**src/rtl/cordic_ci_pkg.sv**
```systemverilog
// Shared opcodes, Q4.28 constants and FSM encoding for the CORDIC custom-instruction driver.
package cordic_ci_pkg;

  localparam logic [7:0] CI_OP_ROT = 8'd0;
  localparam logic [7:0] CI_OP_RDX = 8'd1;
  localparam logic [7:0] CI_OP_RDY = 8'd2;

  localparam logic signed [31:0] ONE_Q28      = 32'sd268435456;
  localparam logic signed [31:0] CORDIC_K_Q28 = 32'sd163008218;

  typedef enum logic [3:0] {
    S_IDLE,
    S_ROT_ISSUE,
    S_ROT_WAIT,
    S_RDX_ISSUE,
    S_RDX_WAIT,
    S_RDY_ISSUE,
    S_RDY_WAIT,
    S_RESP,
    S_RECOVER
  } state_e;

endpackage

```
**src/rtl/ci_timeout_ctr.sv**
```systemverilog
// Wait-state counter for one CI transaction; expire_o marks the last wait cycle allowed.
module ci_timeout_ctr #(
  parameter int unsigned TIMEOUT_CYCLES = 64
) (
  input  logic clk,
  input  logic reset,
  input  logic clr_i,
  input  logic inc_i,
  output logic expire_o
);
  localparam int unsigned   CW   = $clog2(TIMEOUT_CYCLES + 1);
  localparam logic [CW-1:0] LAST = CW'(TIMEOUT_CYCLES - 1);

  logic [CW-1:0] cnt_q, cnt_d;

  always_comb begin
    cnt_d = cnt_q;
    if (clr_i) begin
      cnt_d = '0;
    end else if (inc_i && (cnt_q != LAST)) begin
      cnt_d = cnt_q + CW'(1);
    end
  end

  always_ff @(posedge clk or posedge reset) begin
    if (reset) begin
      cnt_q <= '0;
    end else begin
      cnt_q <= cnt_d;
    end
  end

  assign expire_o = (cnt_q == LAST);

endmodule

```
**src/rtl/cordic_ci_driver.sv**
```systemverilog
// Nios II CI initiator: rotate, read X, read Y on the CORDIC slave, with timeout recovery.
// Defining CORDIC_DRV_LATENCY_EN adds rsp_lat, the rotation latency of the answered command.
module cordic_ci_driver
  import cordic_ci_pkg::*;
#(
  parameter int unsigned TIMEOUT_CYCLES = 64,
  parameter int unsigned DATA_W         = 32
) (
  input  logic              clk,
  input  logic              reset,
  input  logic              cmd_valid,
  output logic              cmd_ready,
  input  logic [DATA_W-1:0] cmd_angle,
  output logic              rsp_valid,
  input  logic              rsp_ready,
  output logic [DATA_W-1:0] rsp_cos,
  output logic [DATA_W-1:0] rsp_sin,
  output logic              rsp_err,
`ifdef CORDIC_DRV_LATENCY_EN
  output logic [15:0]       rsp_lat,
`endif
  output logic              ci_clk_en,
  output logic              ci_reset,
  output logic              ci_start,
  output logic [7:0]        ci_n,
  output logic [DATA_W-1:0] ci_dataa,
  output logic [DATA_W-1:0] ci_datab,
  input  logic              ci_done,
  input  logic [DATA_W-1:0] ci_result
);
  // state     | meaning
  // IDLE      | ready for a command
  // ROT_ISSUE | start pulse, rotate latched angle
  // ROT_WAIT  | wait for rotation done, result discarded
  // RDX_ISSUE | start pulse, read X (cos)
  // RDX_WAIT  | wait, capture cos
  // RDY_ISSUE | start pulse, read Y (sin)
  // RDY_WAIT  | wait, capture sin
  // RESP      | hold response until consumer takes it
  // RECOVER   | one-cycle slave reset after timeout, error response

  state_e            state_q, state_d;
  logic [DATA_W-1:0] angle_q, angle_d;
  logic [DATA_W-1:0] cos_q, cos_d;
  logic [DATA_W-1:0] sin_q, sin_d;
  logic              err_q, err_d;
  logic              tmo_clr, tmo_inc, tmo_expire, recover;
`ifdef CORDIC_DRV_LATENCY_EN
  logic [15:0]       lat_q, lat_d;
`endif

  ci_timeout_ctr #(.TIMEOUT_CYCLES(TIMEOUT_CYCLES)) u_tmo (
    .clk      (clk),
    .reset    (reset),
    .clr_i    (tmo_clr),
    .inc_i    (tmo_inc),
    .expire_o (tmo_expire)
  );

  always_comb begin
    state_d   = state_q;
    angle_d   = angle_q;
    cos_d     = cos_q;
    sin_d     = sin_q;
    err_d     = err_q;
    cmd_ready = 1'b0;
    rsp_valid = 1'b0;
    ci_start  = 1'b0;
    ci_n      = CI_OP_ROT;
    tmo_clr   = 1'b0;
    tmo_inc   = 1'b0;
    recover   = 1'b0;
`ifdef CORDIC_DRV_LATENCY_EN
    lat_d     = lat_q;
`endif
    case (state_q)
      S_IDLE: begin
        cmd_ready = 1'b1;
        if (cmd_valid) begin
          angle_d = cmd_angle;
          err_d   = 1'b0;
          state_d = S_ROT_ISSUE;
        end
      end
      S_ROT_ISSUE: begin
        ci_start = 1'b1;
        tmo_clr  = 1'b1;
        state_d  = S_ROT_WAIT;
`ifdef CORDIC_DRV_LATENCY_EN
        lat_d    = 16'd1;
`endif
      end
      S_ROT_WAIT: begin
        if (ci_done) begin
          state_d = S_RDX_ISSUE;
        end else if (tmo_expire) begin
          state_d = S_RECOVER;
        end else begin
          tmo_inc = 1'b1;
`ifdef CORDIC_DRV_LATENCY_EN
          if (lat_q != 16'hFFFF) lat_d = lat_q + 16'd1;
`endif
        end
      end
      S_RDX_ISSUE: begin
        ci_start = 1'b1;
        ci_n     = CI_OP_RDX;
        tmo_clr  = 1'b1;
        state_d  = S_RDX_WAIT;
      end
      S_RDX_WAIT: begin
        ci_n = CI_OP_RDX;
        if (ci_done) begin
          cos_d   = ci_result;
          state_d = S_RDY_ISSUE;
        end else if (tmo_expire) begin
          state_d = S_RECOVER;
        end else begin
          tmo_inc = 1'b1;
        end
      end
      S_RDY_ISSUE: begin
        ci_start = 1'b1;
        ci_n     = CI_OP_RDY;
        tmo_clr  = 1'b1;
        state_d  = S_RDY_WAIT;
      end
      S_RDY_WAIT: begin
        ci_n = CI_OP_RDY;
        if (ci_done) begin
          sin_d   = ci_result;
          state_d = S_RESP;
        end else if (tmo_expire) begin
          state_d = S_RECOVER;
        end else begin
          tmo_inc = 1'b1;
        end
      end
      S_RESP: begin
        rsp_valid = 1'b1;
        if (rsp_ready) state_d = S_IDLE;
      end
      S_RECOVER: begin
        recover = 1'b1;
        cos_d   = '0;
        sin_d   = '0;
        err_d   = 1'b1;
        state_d = S_RESP;
`ifdef CORDIC_DRV_LATENCY_EN
        lat_d   = 16'd0;
`endif
      end
      default: state_d = S_IDLE;
    endcase
  end

  always_ff @(posedge clk or posedge reset) begin
    if (reset) begin
      state_q <= S_IDLE;
      angle_q <= '0;
      cos_q   <= '0;
      sin_q   <= '0;
      err_q   <= 1'b0;
    end else begin
      state_q <= state_d;
      angle_q <= angle_d;
      cos_q   <= cos_d;
      sin_q   <= sin_d;
      err_q   <= err_d;
    end
  end

`ifdef CORDIC_DRV_LATENCY_EN
  always_ff @(posedge clk or posedge reset) begin
    if (reset) begin
      lat_q <= '0;
    end else begin
      lat_q <= lat_d;
    end
  end
  assign rsp_lat = lat_q;
`endif

  // The operand bus only carries the angle while a command is in flight.
  assign ci_dataa  = (state_q == S_IDLE) ? '0 : angle_q;
  assign ci_datab  = '0;
  assign ci_reset  = reset | recover;
  assign ci_clk_en = ~reset;
  assign rsp_cos   = cos_q;
  assign rsp_sin   = sin_q;
  assign rsp_err   = err_q;

endmodule
```
**config.mk**
```make
export PLATFORM = sky130hd
export DESIGN_NAME = cordic_ci_driver
export DESIGN_NICKNAME = d
export VERILOG_FILES = /design/src/rtl/cordic_ci_pkg.sv /design/src/rtl/ci_timeout_ctr.sv /design/src/rtl/cordic_ci_driver.sv
export SDC_FILE = /design/constraint.sdc
export NUM_CORES = 1
export LEC_CHECK = 0
export CORE_AREA = 2 2 120 99
export CTS_CLUSTER_SIZE = 40
export DETAILED_ROUTE_END_ITERATION = 12
export DIE_AREA = 0 0 122 101
export PLACE_DENSITY = 0.87
export SLEW_MARGIN = 5
export SYNTH_ARGS = -nofsm -noshare
export SYNTH_HDL_FRONTEND = slang
export SYNTH_SLANG_ARGS = --single-unit
```
**constraint.sdc**
```tcl
create_clock -name clk -period 5.7 [get_ports clk]
set_input_delay 0.57 -clock clk [delete_from_list [all_inputs] [get_ports clk]]
set_output_delay 0.57 -clock clk [all_outputs]
set_load 0.05 [all_outputs]
```
==> results.ini <==
[timing]
tightest_slew_ns = 1.313
max_freq_mhz = 280.4
maxSlewViolCount = 0
holdWs_ns = 0.4981
relSlewSlack_pct = 12.43
rsz0062_at_grt = false
hold_violations = 0
fin_ws_ns = 2.133
finalSetupViolCount = 0
setup_tns_ns = 0
finalCriticalPeriod_ns = 3.567
skew_ns = 0.009645
post-route-period-util_pct = 62.57

[setup_path]
reg2reg_from = state_q[1]$_DFFE_PP0P_
critPathLaunchType = flip-flop
crit_arrival_ns = 3.00
crit_family = buffers and inverters
timing.critical_path.buf_inv = 2
cp_max_fo = 20
crit_chain = or2_1, nor3_4, buf_6, clkdlybuf4s50_1
max_stage_delay_ns = 0.82
worstSetupPathType = flip-flop to output port
reg2reg_depth = 4
reg2reg_to = angle_q[2]$_DFFE_PP0P_
cp_slowest_cell = clkdlybuf4s50_1
rrSetupSlack_ns = 3.04
endpoint_kind = output port
cp.required_ns = 5.13

[yosys]
yosysWarnings = 0
synth-adder-area-share_pct = 0.2458
syn_area_per_cell_um2 = 9.963
yosys.area_share.simple_pct = 18.60
synth_top_family_by_area = simple AND/OR/NAND/NOR gates
synthCells = 511
ys_ff_latch = 108
synth_area_leaders = dfrtp_1, nand2_1, mux2_4
synth_top_area_share_pct = 53.08
yosys.area.top_type = dfrtp_1
synth_ff_type = dfrtp_1
syn-cell-area_um2 = 5091
yosysUniqueCellTypes = 44
synth_mux_area_share_pct = 9.216
synth_compound_area_share_pct = 9.486
synth_edf_count = 0
async_reset_ff_share_pct = 100.0
ys_seq_area_share_pct = 53.08
yosys.area_share.xor_xnor_pct = 0.1720

[cells_and_area]
instances_no_fill = 819
drive_above_1_share_pct = 8.942
num-nets-final = 736
fin_util_pct = 62.89
n_antenna_cell = 0
synthToLayoutAreaGrowth_pct = 37.95
fillers = 909

[clock_tree]
postCtsSetupRepairBufs = 0
h-tree-depth = 3
clk_path_buf_depth = 2
cts.sinks = 108
root_buffer = clkbuf_16
cts_hold_buf = 0
path_clk_slew_ns = 0.07
cts_resized = 0
cts_buffers = 9
cts_tree = yes
worst_skew_pair.late_latency_ns = 0.35

[placed_design]
numPlacedInstances = 802
gp_congestion = 0.8165
dp_worst_setup_slack_ns = 2.271
dpl.hpwl_um = 9076
io_buffers = 172

[global_routing]
grt_pass1_vias = 3978
gr-total-overflow = 0
grt_pass1_wl_um = 19780
grt_util_all_layers_pct = 20.43
grt_max_degree = 67
antenna_found_initial = 0

[drt]
ant_nets = 0
wl_um = 12690
highest_layer = met4
post_drt_wl_per_cell_um = 15.50
dr.pass1.iters = 5
dr_total_vias = 4103
via_per_inst = 5.010
drtIter0Drc = 332
dr_wl_met3_um = 743
drc_errors = 0
wl_met1_um = 5089
dr_wl_met2_um = 6712

[flow_run]
cap_violations = 0

[worst_hold_path]
hold_path_end = rsp_err$_DFFE_PP0P_
min_from = rsp_err$_DFFE_PP0P_
hp-class = flip-flop to flip-flop
whs_path_depth = 1

[run_status]
status = finished, final reports clean

[power]
p_leak_uw = 0.003147
p_per_area_nw_per_um2 = 698.1
max-vdd-ir-drop_v = 0.0004522

[floorplan]
core_area_um2 = 11170
dieArea_um2 = 12320
die_y_um = 101
die_x_um = 122
io_pins = 211
rows = 35
start_util_pct = 45.59

## worst max-delay path by stage
stage,start,end,cells past startpoint
2_1_floorplan,reset,angle_q[0]$_DFFE_PP0P_,1
3_3_place_gp,state_q[1]$_DFFE_PP0P_,cmd_ready,3
3_5_place_dp,state_q[1]$_DFFE_PP0P_,cmd_ready,3
4_1_cts,state_q[1]$_DFFE_PP0P_,cmd_ready,3
5_1_grt,state_q[1]$_DFFE_PP0P_,cmd_ready,4
6_report,state_q[1]$_DFFE_PP0P_,cmd_ready,4
## stage by stage
step	total power, uW	instance area [um^2]
CTS	4930	7012
detailed placement	4334	6738
floorplan	3398	5230
finish	4903	7023
global route	5138	7023
global placement	4256	6738
## final cells by class
| class | instances | area, um^2 | area share [%] |
|---|---|---|---|
| Inverter | 5 | 21.27 | 0.3029 |
| Multi-Input combinational cell | 364 | 2069 | 29.47 |
| Clock inverter | 6 | 45.04 | 0.6414 |
| Tap cell | 148 | 185.2 | 2.637 |
| Sequential cell | 108 | 2703 | 38.48 |
| Clock buffer | 10 | 229.0 | 3.260 |
| Timing Repair Buffer | 178 | 1770 | 25.21 |
## power by group
part           total, uW  switching, uW  internal (uW)
Combinational       3010           1940           1070
Sequential          1310            214           1100
Clock                580            280            301
Total               4900           2440           2470
## kinds of logic after synthesis
family          Yosys count
simple gates            205
other cells               1
compound gates           87
mux                      32
xor+xnor                  1
fa+ha+maj                 1
flops                   108
buf+inv                  76
## synth_stat cells (all sizes together) (2+ instances only)
master and instances:
nand2 137, clkbuf 19, nor2b 33, nor2 10, nand2b 4, buf 52
nor3 2, o211ai 2, or2 3, inv 5, o21ai 3, mux2 32
nand3 4, o311ai 2, a21oi 70, or3 4, dfrtp 108
## cell usage in the layout (no fill, tap or decap), drive strengths merged, types with 8 or more instances in the layout
cell / count
a21oi: 70
nor2: 10
inv: 8
mux2: 32
clkdlybuf4s50: 172
nor2b: 33
dfrtp: 108
clkbuf: 10
nand2: 137
conb: 38
## metal layers
metal,global-route usage [%],vias to the layer above
met5,0,-
met4,4.686,0
met3,5.656,12
met2,35.67,160
met1,25.30,2016
li1,-,1915
## state kept, by name, indices dropped and copies added (netlist names)
name and cells:
rsp_sin 32, rsp_err 1, state_q 4, angle_q 32, u_tmo.cnt_q 7, rsp_cos 32
Power figures use the tool's default switching activity.
==> RTL edit 1 (same flow settings) <==
Register the output `rsp_err` once more, cleared by the reset; this adds one clock of latency there. The other outputs are not delayed to match.
--- a/src/rtl/cordic_ci_driver.sv
+++ b/src/rtl/cordic_ci_driver.sv
@@ -188,6 +188,12 @@
   assign ci_clk_en = ~reset;
   assign rsp_cos   = cos_q;
   assign rsp_sin   = sin_q;
-  assign rsp_err   = err_q;
+  always_ff @(posedge clk or posedge reset) begin
+    if (reset) begin
+      rsp_err <= '0;
+    end else begin
+      rsp_err <= err_q;
+    end
+  end
 
 endmodule
Behaviour: same outputs for any inputs over 10 cycles, from zero or initial values and one cycle with reset high; that may be too few to reach the edited logic, so the function may still have changed.
==> RTL edit 1 against the unedited design <==
  * Routed wire length is 0.52% higher
  * Sequential cell count is 1 higher
  * Power is 1.6% higher
  * Clock skew is 5.4 ps lower
  * Worst setup slack better by 180 ps
  * Critical endpoint is now ci_dataa[4]
  * Synthesized area is 0.49% higher
  * Worst hold slack worse by 120 ps
  * Design area is 1.1% higher
==> RTL edit 1: results (changes against the unedited design) <==
synth:
  ys_seq_area_share_pct: 53.31  # +0.23 points
  synth_common_cells: "nand2_1 (136), dfrtp_1 (109), a21oi_1 (70)"
  synth_area_leaders: "dfrtp_1 (53%), nand2_1 (10%), mux2_4 (8.5%)"
setup_path:
  rrSetupSlack_ps: 3180  # +140 ps
  arrival_ps: 2820  # -180 ps
  cpLargestDelayFamily: "simple AND/OR/NAND/NOR gates"
  endpoint: "ci_dataa[4]"
  max_stage_delay_ps: 710  # -110 ps
  worstPathMaxFanout: 22  # +10%
timing:
  worst_clock_skew_ps: 4.221  # -5.425 ps
  worst_slack_ps: 2314  # +180.3 ps
  slew_headroom_pct: 14.01  # +1.6 points
global_routing:
  grt_pass1_wl_um: 19880  # +0.52%
  grt_start_max_net_pins: 67  # unchanged
  grt_usage_pct: 20.51  # +0.083 points
  grt_pass1_vias: 4025  # +1.2%
power:
  ir_worst_vdd_v: 0.0004950  # +9.5%
  p_leak_uw: 0.003183  # +1.1%
  power_switching_share_pct: 49.02  # -0.70 points
cells_and_area:
  n_fill_cell: 873  # -4.0%
  nets: 737  # +0.14%
  layout-drive-gt1-share_pct: 9.077  # +0.14 points
run_status:
  outcome: "finished, final reports clean"
detailed_routing:
  first_iter_violations: 214  # -36%
  dr.pass1.iters: 4  # -1
  post_drt_wl_per_cell_um: 15.56  # +0.40%
  vias: 4078  # -0.61%
cts:
  clk_path_buf_depth: 2  # unchanged
  cts-root-buf: "clkbuf_16"
placed_design:
  gp_congestion: 0.8128  # -0.45%
  hpwl_um: 8941  # -1.5%
-- RTL edit 1: cell types whose count changed after synthesis --
cell / change
dfrtp_1: +1
-- RTL edit 1: worst min path at each step --
stage	slack, ps	endpoint	cells past startpoint	from
after floorplan	350	rsp_err$_DFF_PP0_	0	err_q$_DFFE_PP0P_
after global placement	360	rsp_err$_DFF_PP0_	0	err_q$_DFFE_PP0P_
after detailed placement	370	rsp_err$_DFF_PP0_	0	err_q$_DFFE_PP0P_
after CTS	380	rsp_err$_DFF_PP0_	0	err_q$_DFFE_PP0P_
after global routing	400	rsp_err$_DFF_PP0_	0	err_q$_DFFE_PP0P_
final	380	rsp_err$_DFF_PP0_	0	err_q$_DFFE_PP0P_
-- RTL edit 1: cell type report --
type / instances / area share (%)
multi-input combinational: 364 / 29.15
clock inverter: 6 / 0.9870
timing repair buffer: 178 / 25.17
inverter: 5 / 0.2996
clock buffer: 10 / 3.366
sequential: 109 / 38.42
tap: 148 / 2.608
-- RTL edit 1: power by group through the flow --
stage	clock [uW]	combinational (uW)	sequential (uW)
global placement	0	2960	1310
global route	692	3170	1360
detailed placement	0	3010	1330
finish	644	3020	1320
floorplan	0	1450	1960
CTS	661	3020	1320
-- RTL edit 1: cells by family after synthesis --
| kind of cell | count (synthesis) | synth area share, % |
|---|---|---|
| compound gates | 87 | 9.440 |
| xor+xnor | 1 | 0.1712 |
| fa+ha+maj | 1 | 0.2445 |
| buf+inv | 76 | 9.073 |
| flops | 109 | 53.31 |
| mux | 32 | 9.171 |
| other cells | 1 | 0.07330 |
| simple gates | 205 | 18.51 |
-- RTL edit 1: per-stage QoR --
stage,hold slack [ps],cells,cell area [um2],utilization (%)
after floorplan,354.3,549,5255,-
after global placement,362.6,803,6763,60.56
after detailed placement,371.2,803,6763,60.56
after CTS,383.1,819,7072,63.33
after global routing,399.3,820,7099,63.57
final,378.4,820,7099,63.57
-- RTL edit 1: worst register-to-register path, stage by stage, from the launching register on --
cell and delay [ps]:
dfrtp_1 500, or2_1 390, nor3_4 570, nand2_4 490
mux2_4 450
-- RTL edit 1: routing by layer --
layer  part of all wire (%)  vias up  track usage [%]
li1                       -     1918                -
met1                     41     1979            26.25
met2                     51      159            35.63
met3                    5.7       22            3.620
met4                    1.9        0            6.278
met5                      0        -                0
==> RTL edit 2 (config.mk and constraints unchanged) <==
Without the edit above. Add a define of `CORDIC_DRV_LATENCY_EN`.
--- a/src/rtl/cordic_ci_driver.sv
+++ b/src/rtl/cordic_ci_driver.sv
@@ -1,5 +1,7 @@
 // Nios II CI initiator: rotate, read X, read Y on the CORDIC slave, with timeout recovery.
 // Defining CORDIC_DRV_LATENCY_EN adds rsp_lat, the rotation latency of the answered command.
+`define CORDIC_DRV_LATENCY_EN
+
 module cordic_ci_driver
   import cordic_ci_pkg::*;
 #(
Check against the original RTL (old outputs only; new: rsp_lat): equivalent (Yosys induction, for registers that start in step).
==> RTL edit 2 against the unedited design <==
  * Power up 18%
  * Synthesized area increased by 17%
  * Final cell count grew 18%
  * Sequential cell count increased by 16
  * Synthesized cell count is 24% higher
  * Routed wire length grew 30%
  * Global-route usage grew 7.1 points
  * Design area grew 19%
  * Register-to-register slack better by 140 ps
  * Die area unchanged
  * Worst setup slack improved by 64 ps
  * First-iteration DRC count is 96% higher
  * Largest cell class unchanged
  * Highest routed layer unchanged
==> RTL edit 2: results (changes against the unedited design) <==
detailed_routing:
  first_iter_violations: 650  # +96%
  avgViaCountPerCell: 5.566  # +11%
  drt_wl_total_um: 16520  # +30%
  post_drt_wl_per_cell_um: 17.05  # +10%
cts:
  htree_levels: 4  # +1
  cts_buffers: 17  # +8
  clk_transition_reported_paths_ps: 50  # -20 ps
synth:
  ys_ff_latch: 124  # +15%
  synth_area_um2: 5947  # +17%
  ys_seq_area_share_pct: 52.18  # -0.91 points
  synth_common_cells: "nand2_1 (153), dfrtp_1 (124), a21oi_1 (78)"
  synth_area_leaders: "dfrtp_1 (52%), nand2_1 (9.7%), a21oi_1 (6.6%)"
placed_design:
  gp_congestion: 0.8373  # +2.5%
  place_ws_ps: 2551  # +280.4 ps
  port_buffers: 188  # +9.3%
  hpwl_um: 11230  # +24%
cells_and_area:
  nets: 880  # +20%
  n_clock_buffer: 20  # +10
  inv_count: 9  # +4
  multi_input_comb_cells: 462  # +27%
  multiInputGateArea_um2: 2532  # +22%
global_routing:
  grt_pass1_wl_um: 26410  # +34%
  grt_start_max_net_pins: 68  # +1.5%
timing:
  worst_clock_skew_ps: 7.353  # -2.292 ps
run_status:
  outcome: "finished, final reports clean"
power:
  power_switching_share_pct: 48.11  # -1.6 points
  ir_worst_vdd_v: 0.0006407  # +42%
setup_path:
  max_stage_delay_ps: 800  # -20 ps
==> RTL edit 2: routing by layer <==
metal | track usage (%) | wire, um | vias to the layer above | part of all wire (%)
met2 | 46.02 | 8186 | 318 | 50
met4 | 10.26 | 518 | 0 | 3.1
met5 | 0 | 0 | - | 0
met1 | 33.58 | 6202 | 2609 | 38
li1 | - | - | 2409 | -
met3 | 8.710 | 1612 | 57 | 9.8
==> RTL edit 2: final timing paths <==
check | start | end | cells past startpoint | slack (ps)
setup / recovery | state_q[3]$_DFFE_PP0P_ | ci_reset | 5 | 2200
hold / removal | angle_q[23]$_DFFE_PP0P_ | angle_q[23]$_DFFE_PP0P_ | 1 | 500
setup reg to reg | state_q[1]$_DFFE_PP0P_ | angle_q[10]$_DFFE_PP0P_ | 5 | 3180
hold reg to reg | angle_q[23]$_DFFE_PP0P_ | angle_q[23]$_DFFE_PP0P_ | 1 | 500
max in group asynchronous | reset | angle_q[25]$_DFFE_PP0P_ | 3 | 3730
min in group asynchronous | reset | rsp_sin[31]$_DFFE_PP0P_ | 2 | 670
==> RTL edit 2: kinds of logic (layout without fill, tap and decap cells) <==
family	Yosys count	in the layout	share of synthesized area, %
AOI/OAI and AO/OA	115	115	11.30
xor gates and xnor gates	6	6	0.8836
adders and majority gates	2	2	0.4207
buffers and inverters	85	235	7.869
DFF	124	124	52.18
muxes	32	32	6.059
other	1	38	0.06306
and+or+nand+nor	269	269	21.23
==> RTL edit 2: power by group through the flow <==
stage                     logic, uW  clock network (uW)  registers, uW
after floorplan                1450                   0           2220
after global placement         3150                   0           1480
after detailed placement       3220                   0           1500
after CTS                      3240                1090           1500
after global routing           3390                1130           1540
final                          3230                1080           1500
